**config.mk**
```make
export PLATFORM = sky130hd
export DESIGN_NAME = my_ip_receive
export DESIGN_NICKNAME = d
export VERILOG_FILES = /design/src/rtl/eth_pkg.sv /design/src/rtl/my_ip_receive.sv
export SDC_FILE = /design/constraint.sdc
export NUM_CORES = 1
export LEC_CHECK = 0
export CORE_MARGIN = 4
export CORE_UTILIZATION = 50
export CTS_CLUSTER_SIZE = 28
export DETAILED_ROUTE_END_ITERATION = 12
export PLACE_DENSITY = 0.75
export RECOVER_POWER = 100
export REMOVE_ABC_BUFFERS = 1
export SETUP_SLACK_MARGIN = 0.5
export SLEW_MARGIN = 40
export SYNTH_ARGS = -nofsm -noshare
export SYNTH_HDL_FRONTEND = slang
export SYNTH_SLANG_ARGS = --single-unit
```
**constraint.sdc**
```tcl
create_clock -name eth_tx_clk -period 3.95 [get_ports eth_tx_clk]
set_input_delay 0.395 -clock eth_tx_clk [delete_from_list [all_inputs] [get_ports eth_tx_clk]]
set_output_delay 0.395 -clock eth_tx_clk [all_outputs]
set_load 0.02 [all_outputs]
```
**src/rtl/eth_pkg.sv**
```systemverilog
// rtl/eth_pkg.sv - shared constants, rx FSM state type and byte-select helpers
//
// Purpose : Ethernet/IPv4/UDP framing constants and the receive FSM state
//           encoding used by my_ip_receive.
// Ports   : none (package)

package eth_pkg;

    typedef enum logic [3:0] {
        RX_IDLE,
        RX_PREAMBLE,
        RX_ETH_HEAD,
        RX_IP_HEAD,
        RX_UDP_HEAD,
        RX_DATA,
        RX_TAIL,
        RX_END,
        RX_DROP
    } rx_state_t;

    localparam logic [3:0]  PREAMBLE_NIB   = 4'h5;
    localparam logic [3:0]  SFD_NIB        = 4'hD;
    localparam logic [15:0] ETHERTYPE_IPV4 = 16'h0800;
    localparam logic [7:0]  IP_VER_IHL     = 8'h45;
    localparam logic [7:0]  IP_PROTO_UDP   = 8'd17;
    localparam logic [15:0] ETH_HDR_LEN    = 16'd14;
    localparam logic [15:0] IP_HDR_LEN     = 16'd20;
    localparam logic [15:0] UDP_HDR_LEN    = 16'd8;
    localparam logic [15:0] MIN_PAYLOAD    = 16'd46;

    // Byte idx of a MAC address in wire order (idx 0 = most significant byte).
    function automatic logic [7:0] mac_byte(input logic [47:0] mac, input logic [2:0] idx);
        case (idx)
            3'd0:    mac_byte = mac[47:40];
            3'd1:    mac_byte = mac[39:32];
            3'd2:    mac_byte = mac[31:24];
            3'd3:    mac_byte = mac[23:16];
            3'd4:    mac_byte = mac[15:8];
            default: mac_byte = mac[7:0];
        endcase
    endfunction

    // Byte idx of an IPv4 address in wire order (idx 0 = first octet).
    function automatic logic [7:0] ip_byte(input logic [31:0] ip, input logic [1:0] idx);
        case (idx)
            2'd0:    ip_byte = ip[31:24];
            2'd1:    ip_byte = ip[23:16];
            2'd2:    ip_byte = ip[15:8];
            default: ip_byte = ip[7:0];
        endcase
    endfunction

endpackage

```
**src/rtl/my_ip_receive.sv**
```systemverilog
// rtl/my_ip_receive.sv - MII UDP/IPv4 frame receiver with MAC/IP filtering
//
// Purpose : Strips preamble/SFD, Ethernet, IPv4 and UDP headers from a nibble
//           stream, filters on destination MAC/IP, emits the UDP payload as
//           big-endian 32-bit words and reports length and FCS status.
//           Drives an external crc32_d4 instance.
// Ports   : eth_tx_clk    in     25 MHz nibble clock
//           sys_rst_n     in     asynchronous active-low reset
//           eth_rxdv      in     nibble valid from PHY
//           eth_rx_data   in  4  nibble from PHY (low nibble of a byte first)
//           crc_data      in 32  running CRC from crc32_d4
//           crc_din       out 4  registered nibble to crc32_d4
//           crc_en        out    crc32_d4 enable, aligned with crc_din
//           crc_clr       out    crc32_d4 clear pulse
//           rec_en        out    payload word strobe
//           rec_data      out 32 payload word, first byte in [31:24]
//           rec_data_num  out 16 UDP payload byte count
//           rec_end       out    frame finished strobe
//           rec_ok        out    with rec_end: FCS good and payload complete

module my_ip_receive
    import eth_pkg::*;
#(
    parameter logic [47:0] BOARD_MAC   = 48'h12_34_56_78_9A_BC,
    parameter logic [31:0] BOARD_IP    = {8'd169, 8'd254, 8'd1, 8'd23},
    parameter logic [31:0] CRC_RESIDUE = 32'hC704_DD7B
) (
    input  logic        eth_tx_clk,
    input  logic        sys_rst_n,
    input  logic        eth_rxdv,
    input  logic [3:0]  eth_rx_data,
    input  logic [31:0] crc_data,
    output logic [3:0]  crc_din,
    output logic        crc_en,
    output logic        crc_clr,
    output logic        rec_en,
    output logic [31:0] rec_data,
    output logic [15:0] rec_data_num,
    output logic        rec_end,
    output logic        rec_ok
);

    logic        eth_rxdv_d;
    logic [3:0]  eth_rx_data_d;

    rx_state_t   state;
    rx_state_t   state_nxt;

    logic        nib_phase;
    logic [3:0]  nib_lo;
    logic [15:0] byte_cnt;
    logic [15:0] udp_len;
    logic [15:0] payload_len;
    logic [15:0] payload_cnt;
    logic [23:0] word_sr;
    logic        da_mac_ok;
    logic        da_bc_ok;
    logic        pay_done;

    logic        in_frame;
    logic        byte_stb;
    logic [7:0]  cur_byte;
    logic        mac_hit;
    logic        bc_hit;
    logic        da_pass;
    logic        ip_hit;
    logic        last_pay;
    logic [31:0] pay_word;

    always_ff @(posedge eth_tx_clk or negedge sys_rst_n) begin
        if (!sys_rst_n) begin
            eth_rxdv_d    <= 1'b0;
            eth_rx_data_d <= 4'h0;
        end else begin
            eth_rxdv_d    <= eth_rxdv;
            eth_rx_data_d <= eth_rx_data;
        end
    end

    // States whose nibbles are covered by the FCS and assembled into bytes.
    assign in_frame = (state == RX_ETH_HEAD) || (state == RX_IP_HEAD) ||
                      (state == RX_UDP_HEAD) || (state == RX_DATA) ||
                      (state == RX_TAIL);
    assign byte_stb = in_frame && eth_rxdv_d && nib_phase;
    assign cur_byte = {eth_rx_data_d, nib_lo};

    assign mac_hit  = (cur_byte == mac_byte(BOARD_MAC, byte_cnt[2:0]));
    assign bc_hit   = (cur_byte == 8'hFF);
    // A DA passes only if every byte matched the same candidate address.
    assign da_pass  = (da_mac_ok && mac_hit) || (da_bc_ok && bc_hit);
    assign ip_hit   = (cur_byte == ip_byte(BOARD_IP, byte_cnt[1:0]));
    assign last_pay = ((payload_cnt + 16'd1) == payload_len);

    // Left-justify the bytes collected so far; unfilled low bytes read 0.
    always_comb begin
        pay_word = 32'h0;
        case (payload_cnt[1:0])
            2'd0:    pay_word = {cur_byte, 24'h0};
            2'd1:    pay_word = {word_sr[7:0], cur_byte, 16'h0};
            2'd2:    pay_word = {word_sr[15:0], cur_byte, 8'h0};
            default: pay_word = {word_sr, cur_byte};
        endcase
    end

    always_ff @(posedge eth_tx_clk or negedge sys_rst_n) begin
        if (!sys_rst_n) begin
            state <= RX_IDLE;
        end else begin
            state <= state_nxt;
        end
    end

    always_comb begin
        state_nxt = state;
        case (state)
            RX_IDLE: begin
                // The nibble that starts a frame is the first preamble
                // nibble, so PREAMBLE always has at least one 5 behind it.
                if (eth_rxdv_d) begin
                    state_nxt = (eth_rx_data_d == PREAMBLE_NIB) ? RX_PREAMBLE : RX_DROP;
                end
            end
            RX_PREAMBLE: begin
                if (!eth_rxdv_d) begin
                    state_nxt = RX_IDLE;
                end else if (eth_rx_data_d == SFD_NIB) begin
                    state_nxt = RX_ETH_HEAD;
                end else if (eth_rx_data_d != PREAMBLE_NIB) begin
                    state_nxt = RX_DROP;
                end
            end
            RX_ETH_HEAD: begin
                if (!eth_rxdv_d) begin
                    state_nxt = RX_IDLE;
                end else if (byte_stb) begin
                    if (byte_cnt == 16'd5 && !da_pass) begin
                        state_nxt = RX_DROP;
                    end else if (byte_cnt == 16'd12 && cur_byte != ETHERTYPE_IPV4[15:8]) begin
                        state_nxt = RX_DROP;
                    end else if (byte_cnt == ETH_HDR_LEN - 16'd1) begin
                        state_nxt = (cur_byte == ETHERTYPE_IPV4[7:0]) ? RX_IP_HEAD : RX_DROP;
                    end
                end
            end
            RX_IP_HEAD: begin
                if (!eth_rxdv_d) begin
                    state_nxt = RX_IDLE;
                end else if (byte_stb) begin
                    if (byte_cnt == 16'd0 && cur_byte != IP_VER_IHL) begin
                        state_nxt = RX_DROP;
                    end else if (byte_cnt == 16'd9 && cur_byte != IP_PROTO_UDP) begin
                        state_nxt = RX_DROP;
                    end else if (byte_cnt >= 16'd16 && !ip_hit) begin
                        state_nxt = RX_DROP;
                    end else if (byte_cnt == IP_HDR_LEN - 16'd1) begin
                        state_nxt = RX_UDP_HEAD;
                    end
                end
            end
            RX_UDP_HEAD: begin
                if (!eth_rxdv_d) begin
                    state_nxt = RX_IDLE;
                end else if (byte_stb && byte_cnt == UDP_HDR_LEN - 16'd1) begin
                    if (udp_len < UDP_HDR_LEN) begin
                        state_nxt = RX_DROP;
                    end else if (udp_len == UDP_HDR_LEN) begin
                        state_nxt = RX_TAIL;
                    end else begin
                        state_nxt = RX_DATA;
                    end
                end
            end
            RX_DATA: begin
                if (!eth_rxdv_d) begin
                    state_nxt = RX_END;
                end else if (byte_stb && last_pay) begin
                    state_nxt = RX_TAIL;
                end
            end
            RX_TAIL: begin
                if (!eth_rxdv_d) begin
                    state_nxt = RX_END;
                end
            end
            RX_END: begin
                state_nxt = RX_IDLE;
            end
            RX_DROP: begin
                if (!eth_rxdv_d) begin
                    state_nxt = RX_IDLE;
                end
            end
            default: begin
                state_nxt = RX_IDLE;
            end
        endcase
    end

    always_ff @(posedge eth_tx_clk or negedge sys_rst_n) begin
        if (!sys_rst_n) begin
            nib_phase    <= 1'b0;
            nib_lo       <= 4'h0;
            byte_cnt     <= 16'h0;
            udp_len      <= 16'h0;
            payload_len  <= 16'h0;
            payload_cnt  <= 16'h0;
            word_sr      <= 24'h0;
            da_mac_ok    <= 1'b0;
            da_bc_ok     <= 1'b0;
            pay_done     <= 1'b0;
            crc_din      <= 4'h0;
            crc_en       <= 1'b0;
            crc_clr      <= 1'b0;
            rec_en       <= 1'b0;
            rec_data     <= 32'h0;
            rec_data_num <= 16'h0;
            rec_end      <= 1'b0;
            rec_ok       <= 1'b0;
        end else begin
            crc_clr <= 1'b0;
            rec_en  <= 1'b0;
            rec_end <= 1'b0;
            rec_ok  <= 1'b0;

            // The CRC sees every nibble from the first DA nibble until rxdv
            // falls, including any dangling odd nibble.
            crc_din <= eth_rx_data_d;
            crc_en  <= in_frame && eth_rxdv_d;

            if (in_frame && eth_rxdv_d) begin
                nib_phase <= ~nib_phase;
                if (!nib_phase) begin
                    nib_lo <= eth_rx_data_d;
                end
            end else begin
                nib_phase <= 1'b0;
            end

            if (state_nxt != state) begin
                byte_cnt <= 16'h0;
            end else if (byte_stb && byte_cnt != 16'hFFFF) begin
                byte_cnt <= byte_cnt + 16'd1;
            end

            if (state == RX_PREAMBLE && state_nxt == RX_ETH_HEAD) begin
                crc_clr     <= 1'b1;
                da_mac_ok   <= 1'b1;
                da_bc_ok    <= 1'b1;
                payload_cnt <= 16'h0;
                word_sr     <= 24'h0;
                pay_done    <= 1'b0;
            end

            if (state == RX_ETH_HEAD && byte_stb && byte_cnt < 16'd6) begin
                da_mac_ok <= da_mac_ok && mac_hit;
                da_bc_ok  <= da_bc_ok && bc_hit;
            end

            if (state == RX_UDP_HEAD && byte_stb) begin
                if (byte_cnt == 16'd4) begin
                    udp_len[15:8] <= cur_byte;
                end
                if (byte_cnt == 16'd5) begin
                    udp_len[7:0] <= cur_byte;
                end
                if (byte_cnt == UDP_HDR_LEN - 16'd1 && udp_len >= UDP_HDR_LEN) begin
                    payload_len  <= udp_len - UDP_HDR_LEN;
                    rec_data_num <= udp_len - UDP_HDR_LEN;
                    pay_done     <= (udp_len == UDP_HDR_LEN);
                end
            end

            if (state == RX_DATA && byte_stb) begin
                word_sr <= {word_sr[15:0], cur_byte};
                if (payload_cnt != 16'hFFFF) begin
                    payload_cnt <= payload_cnt + 16'd1;
                end
                if (payload_cnt[1:0] == 2'd3 || last_pay) begin
                    rec_en   <= 1'b1;
                    rec_data <= pay_word;
                end
                if (last_pay) begin
                    pay_done <= 1'b1;
                end
            end

            // END is entered one cycle after rxdv_d falls, by which time the
            // last FCS nibble has been folded into crc_data.
            if (state == RX_END) begin
                rec_end <= 1'b1;
                rec_ok  <= (crc_data == CRC_RESIDUE) && pay_done;
            end
        end
    end

endmodule

```
-- Yosys cells after proc, flatten, opt, wreduce, memory -nomap -nowiden
Index checks and enable logic that the tools add are counted.
- multiplexer cells: 50
- add/subtract/negate cells: 3
- bitwise gates (word level): 1
- eq/ne operators: 40
- order comparisons: 4
- reductions and logical operators: 41
- operators with widths (operator ; number):
    $mux W4 ; 24
    $pmux W32 S3 ; 1
    $mux W16 ; 5
    $eq A16 B4 Y1 const B ; 4
    $eq A16 B3 Y1 const B ; 3
    $mux W24 ; 2
    $pmux W8 S5 ; 1
    $add A16 B1 Y16 const B ; 2
    $eq A32 B32 Y1 const B ; 1
    $ne A16 B16 Y1 const B ; 2
    $pmux W4 S8 ; 1
    $pmux W8 S3 ; 1
    $eq A4 B3 Y1 const B ; 5
    $logic_and A1 B1 Y1 ; 19
    $eq A16 B16 Y1 ; 1
    $eq A16 B5 Y1 const B ; 1
    $eq A8 B8 Y1 ; 2
    $ge A16 B4 Y1 const B ; 1
    $ge A16 B5 Y1 const B ; 1
    $logic_not A16 Y1 ; 1
    $lt A16 B3 Y1 const B ; 1
    $lt A16 B4 Y1 const B ; 1
    $sub A16 B4 Y16 const B ; 1
    $mux W1 ; 14
    24 further kinds ; 44
- output and inout port bits: 57
- input port bits: 39
- register bits after elaboration: 146
- word-level logic and storage cells: 160

-- Logic depth before layout (Yosys ltp)
- depth after elaboration: 18
- depth in mapped cells: 13
- depth with buffers taken out: 10

-- Worst setup path after synthesis
No wires, ideal clock.
- path type: register to register
- start: register payload_cnt[0]
- end: register rec_data[23]
- data required time: 3.822 ns
- period minus slack after synthesis: 3.016 ns
- cell stages (with the launch flop): 14
- path buffers: 4
- arrival time: 2.889 ns
- setup slack: 0.934 ns
- setup time: 0.128 ns
- path through: dfrtp_1 > ha_1 > buf_2 > nand3_1 > buf_2 > nor4_2 > xnor2_1 > nand3_1 > nor4b_1 > and3_1 > buf_4 > nor2_8 > buf_6 > mux2_1
- longest elaborated chain between the ends: 4
- elaborated cells on any way between the ends: 9
- classes of those cells: add/sub (1); eq/ne (4); mux (1); reduce/logical (3)
- ends and longest elaborated chain (item ; RTL line ; RTL):
    start: declaration ; my_ip_receive.sv:54 ; logic [15:0] payload_cnt;
    start signal: assignment ; my_ip_receive.sv:276 ; payload_cnt <= payload_cnt + 16'd1;
    $add A16 B1 Y16 ; my_ip_receive.sv:92 ; assign last_pay = ((payload_cnt + 16'd1) == payload_len);
    $eq A16 B16 Y1 ; my_ip_receive.sv:92 ;
    $logic_or A1 B1 Y1 ; my_ip_receive.sv:278 ; if (payload_cnt[1:0] == 2'd3 || last_pay) begin
    $reduce_and A2 Y1 (no line) ; -- ;
    end signal: assignment ; my_ip_receive.sv:280 ; rec_data <= pay_word;
    end: declaration ; my_ip_receive.sv:37 ; output logic [31:0] rec_data,
Several ways; a longest one is shown, not always the timed one.
A chain may end at the register's enable or synchronous reset.

-- Worst setup path after layout
- start: register payload_cnt[0]
- end: register rec_data[27]
Same word-level chain as after synthesis.

==> impl_metrics.py <==
metrics = {
    "critical_path": {
        "cp_max_fo": 25,
        "crit_arrival_ps": 3660,
        "start_kind": "flop",
        "critPathSlowestCell": "dfrtp_1",
        "critPathKind": "reg -> reg",
        "crit_chain": "ha_1, nand3_1, nor3_2, and2_1, xnor2_1, nor4b_1, and3_1, nor2_8, mux2_1",
        "slowest_delay_ps": 480,
        "crit_required_ps": 4250,
        "end_kind": "flop",
    },
    "placement": {
        "gp_congestion": 0.942,
        "placed_area_um2": 9360,
        "dpl.hpwl_mm": 14.3,
        "port-buffer-count": 95,
        "dpl_worst_slack_ps": 473,
    },
    "yosys": {
        "muxShareOfSynthArea_pct": 7.83,
        "synth_top_family_by_area": "simple AND/OR/NAND/NOR gates",
        "ys_seq_area_share_pct": 43.9,
        "synthSimpleGateAreaFrac_pct": 22.6,
        "synthArstFlopShare_pct": 100,
        "synthCells": 876,
        "synth_compound_area_share_pct": 13.0,
        "synthFlopType": "dfrtp_1",
        "synth_seq_cells": 146,
        "synthXorXnorAreaFrac_pct": 6.01,
        "synth_edf_count": 0,
        "synthAdderAreaFrac_pct": 1.66,
        "syn_area_um2": 8310,
        "ys_types": 78,
        "yosysWarnings": 0,
        "avgSynthCellArea_um2": 9.49,
    },
    "finish": {
        "final_area_um2": 10000,
        "layout-drive-gt1-share_pct": 9.76,
        "final_common_cell": "dfrtp_1",
        "final_cell_mix": "dfrtp_1 (146), nand2_1 (140), o21ai_0 (67)",
        "nNetsFinal": 1001,
        "diodes": 0,
        "areaGrowthSynthToFinish_pct": 20.2,
    },
    "route": {
        "drt-pass1-iter-count": 6,
        "viasPerCell": 5.92,
        "routed_wirelength_mm": 21.1,
        "drtIter0Drc": 737,
        "via_count": 6976,
        "post_drt_wl_per_cell_um": 17.9,
        "ant_nets": 0,
        "remaining_drc_errors": 0,
    },
    "timing": {
        "fin_setup_tns_ps": 0,
        "finalCritPeriodShare_pct": 85.1,
        "worst_slew_margin_rel_pct": 13.0,
        "final_hold_viol_count": 0,
        "rsz0062_at_grt": "no",
        "layout_setup_ws_ps": 588,
        "slew_viol_final": 0,
        "maxClockFrequency_mhz": 297,
        "final-setup-viol-count": 0,
        "period_needed_ps": 3360,
        "clock_skew_ps": 5.77,
        "worst_slew_pin_slew_ps": 1300,
    },
    "clock_tree": {
        "cts_buffers": 17,
        "clk_pin_slew_ps": 60,
        "clock_latency_ps": 420,
        "cts_sinks": 146,
        "cts_root_buf": "clkbuf_16",
        "cts_tree": "built",
        "cts_buffer_depth": 2,
        "h-tree-depth": 4,
    },
    "global_route": {
        "grt_max_degree": 102,
        "gr-usage-all-layers_pct": 22.8,
        "grt_pass1_vias": 6620,
        "overflow": 0,
        "grt_pass1_wl_mm": 34.1,
        "antenna_found_initial": 0,
    },
    "floorplan": {
        "pin_count": 96,
        "die_h_um": 137,
        "core_um2": 16100,
        "dieArea_um2": 18800,
        "initial_core_util_pct": 51.6,
        "row_count": 46,
        "fp.dieW_um": 137,
    },
    "hold_path": {
        "hp-class": "reg -> reg",
    },
    "power_and_ir_drop": {
        "power.density_nw_per_um2": 341,
        "p_leak_nw": 4.52,
        "max-vdd-ir-drop_mv": 0.319,
    },
    "run_status": {
        "status": "completed",
    },
    "job": {
        "drv_cap": 0,
    },
}
-- critical path, delay by kind of cell, from the launching register on --
family / cells / cell delay (ps)
adders and majority gates: 1 / 220
muxes: 1 / 370
DFF: 1 / 480
and+or+nand+nor: 6 / 1990
xor gates and xnor gates: 1 / 170
-- synthesized netlist by cell type, types with 4 or more instances --
library cell  count  share of area (%)
nand2_1         140                6.3
nor2b_1           8               0.60
mux2i_1          11                1.3
nand4b_1          4               0.42
o211ai_1          7               0.63
nor4_1            9               0.68
inv_1            27                1.2
dfrtp_1         146                 44
o31ai_1          13                1.2
buf_6             7               0.95
buf_2             6               0.36
and2_1            8               0.60
nor3_2           11                1.3
nand2b_1          7               0.53
buf_1             5               0.23
nand3_1          35                2.1
clkbuf_1         35                1.6
mux2_2           22                3.0
xnor2_1          33                3.5
mux2_1           24                3.3
a22oi_1           9               0.81
nor4b_1           8               0.84
o21ai_0          67                4.0
nor2_1           54                2.4
and3_1           11               0.83
or3_1             6               0.45
ha_1             11                1.7
a222oi_1          8               0.96
a21oi_1          13               0.78
nand4_1          14                1.1
nor3_1           23                1.4
xor2_1           24                2.5
-- cell families (layout without fill, tap and decap cells) --
family | after synthesis | after routing
buf+inv | 86 | 173
xor+xnor | 57 | 57
mux | 58 | 58
fa+ha+maj | 11 | 11
simple gates | 362 | 362
compound gates | 156 | 156
flops | 146 | 146
-- per-layer routing --
layer | GRT usage (%) | wire length (µm) | vias up
met5 | 0 | 0 | -
met4 | 5.76 | 270 | 0
met3 | 4.78 | 1410 | 24
met2 | 36.3 | 10300 | 252
met1 | 32.0 | 9130 | 3444
li1 | - | - | 3256
-- worst paths after layout --
kind	from	endpoint	slack [ps]	depth (start not counted)
worst max-delay path	payload_cnt[0]	rec_data[27]	590	9
worst min-delay path	rec_data[26]	rec_data[26]	480	1
worst max register to register	payload_cnt[0]	rec_data[27]	590	9
worst min register to register	rec_data[26]	rec_data[26]	480	1
max in group asynchronous	sys_rst_n	byte_cnt[1]	1370	3
min in group asynchronous	sys_rst_n	payload_cnt[9]	790	2
-- power by group --
part	switching [mW]	internal [mW]
combinational	0.0679	0.0578
clock	0.648	1.12
sequential	0.00952	1.50
total	0.725	2.68
-- area by class of cell --
class | count | area [µm²]
clock inverters | 13 | 209
well taps | 216 | 270
multi-input cells | 644 | 4230
inverters | 28 | 105
flip-flops and latches | 146 | 3650
fillers | 1290 | 6120
clock buffers | 18 | 429
repair buffers | 114 | 1100
-- per-stage QoR --
| step | power (mW) | hold WS (ps) | std cells | utilization (%) |
|---|---|---|---|---|
| floorplan | 1.57 | 99.4 | 818 | - |
| global placement | 1.67 | 473 | 1143 | 58.0 |
| detailed placement | 1.67 | 477 | 1144 | 58.1 |
| CTS | 3.42 | 33.9 | 1175 | 62.1 |
| global route | 3.49 | 493 | 1179 | 62.0 |
| finish | 3.41 | 483 | 1179 | 62.0 |
-- state kept, by name, summed over array words and instances, names as in the netlist, 4 cells and up --
register,cells
crc_din,4
payload_len,16
state,4
byte_cnt,16
eth_rx_data_d,4
word_sr,24
payload_cnt,16
nib_lo,4
rec_data,32
udp_len,16
-- timing repair --
action / in CTS / in global routing
setup endpoints to repair: 11 / 16
resized for setup: 1 / 5
endpoints found under the hold margin: 0 / 20
hold buffers: 0 / 1
setup buffers: 0 / 2
pin swaps: 0 / 2
Note: power is estimated with default switching activity, not from simulation.
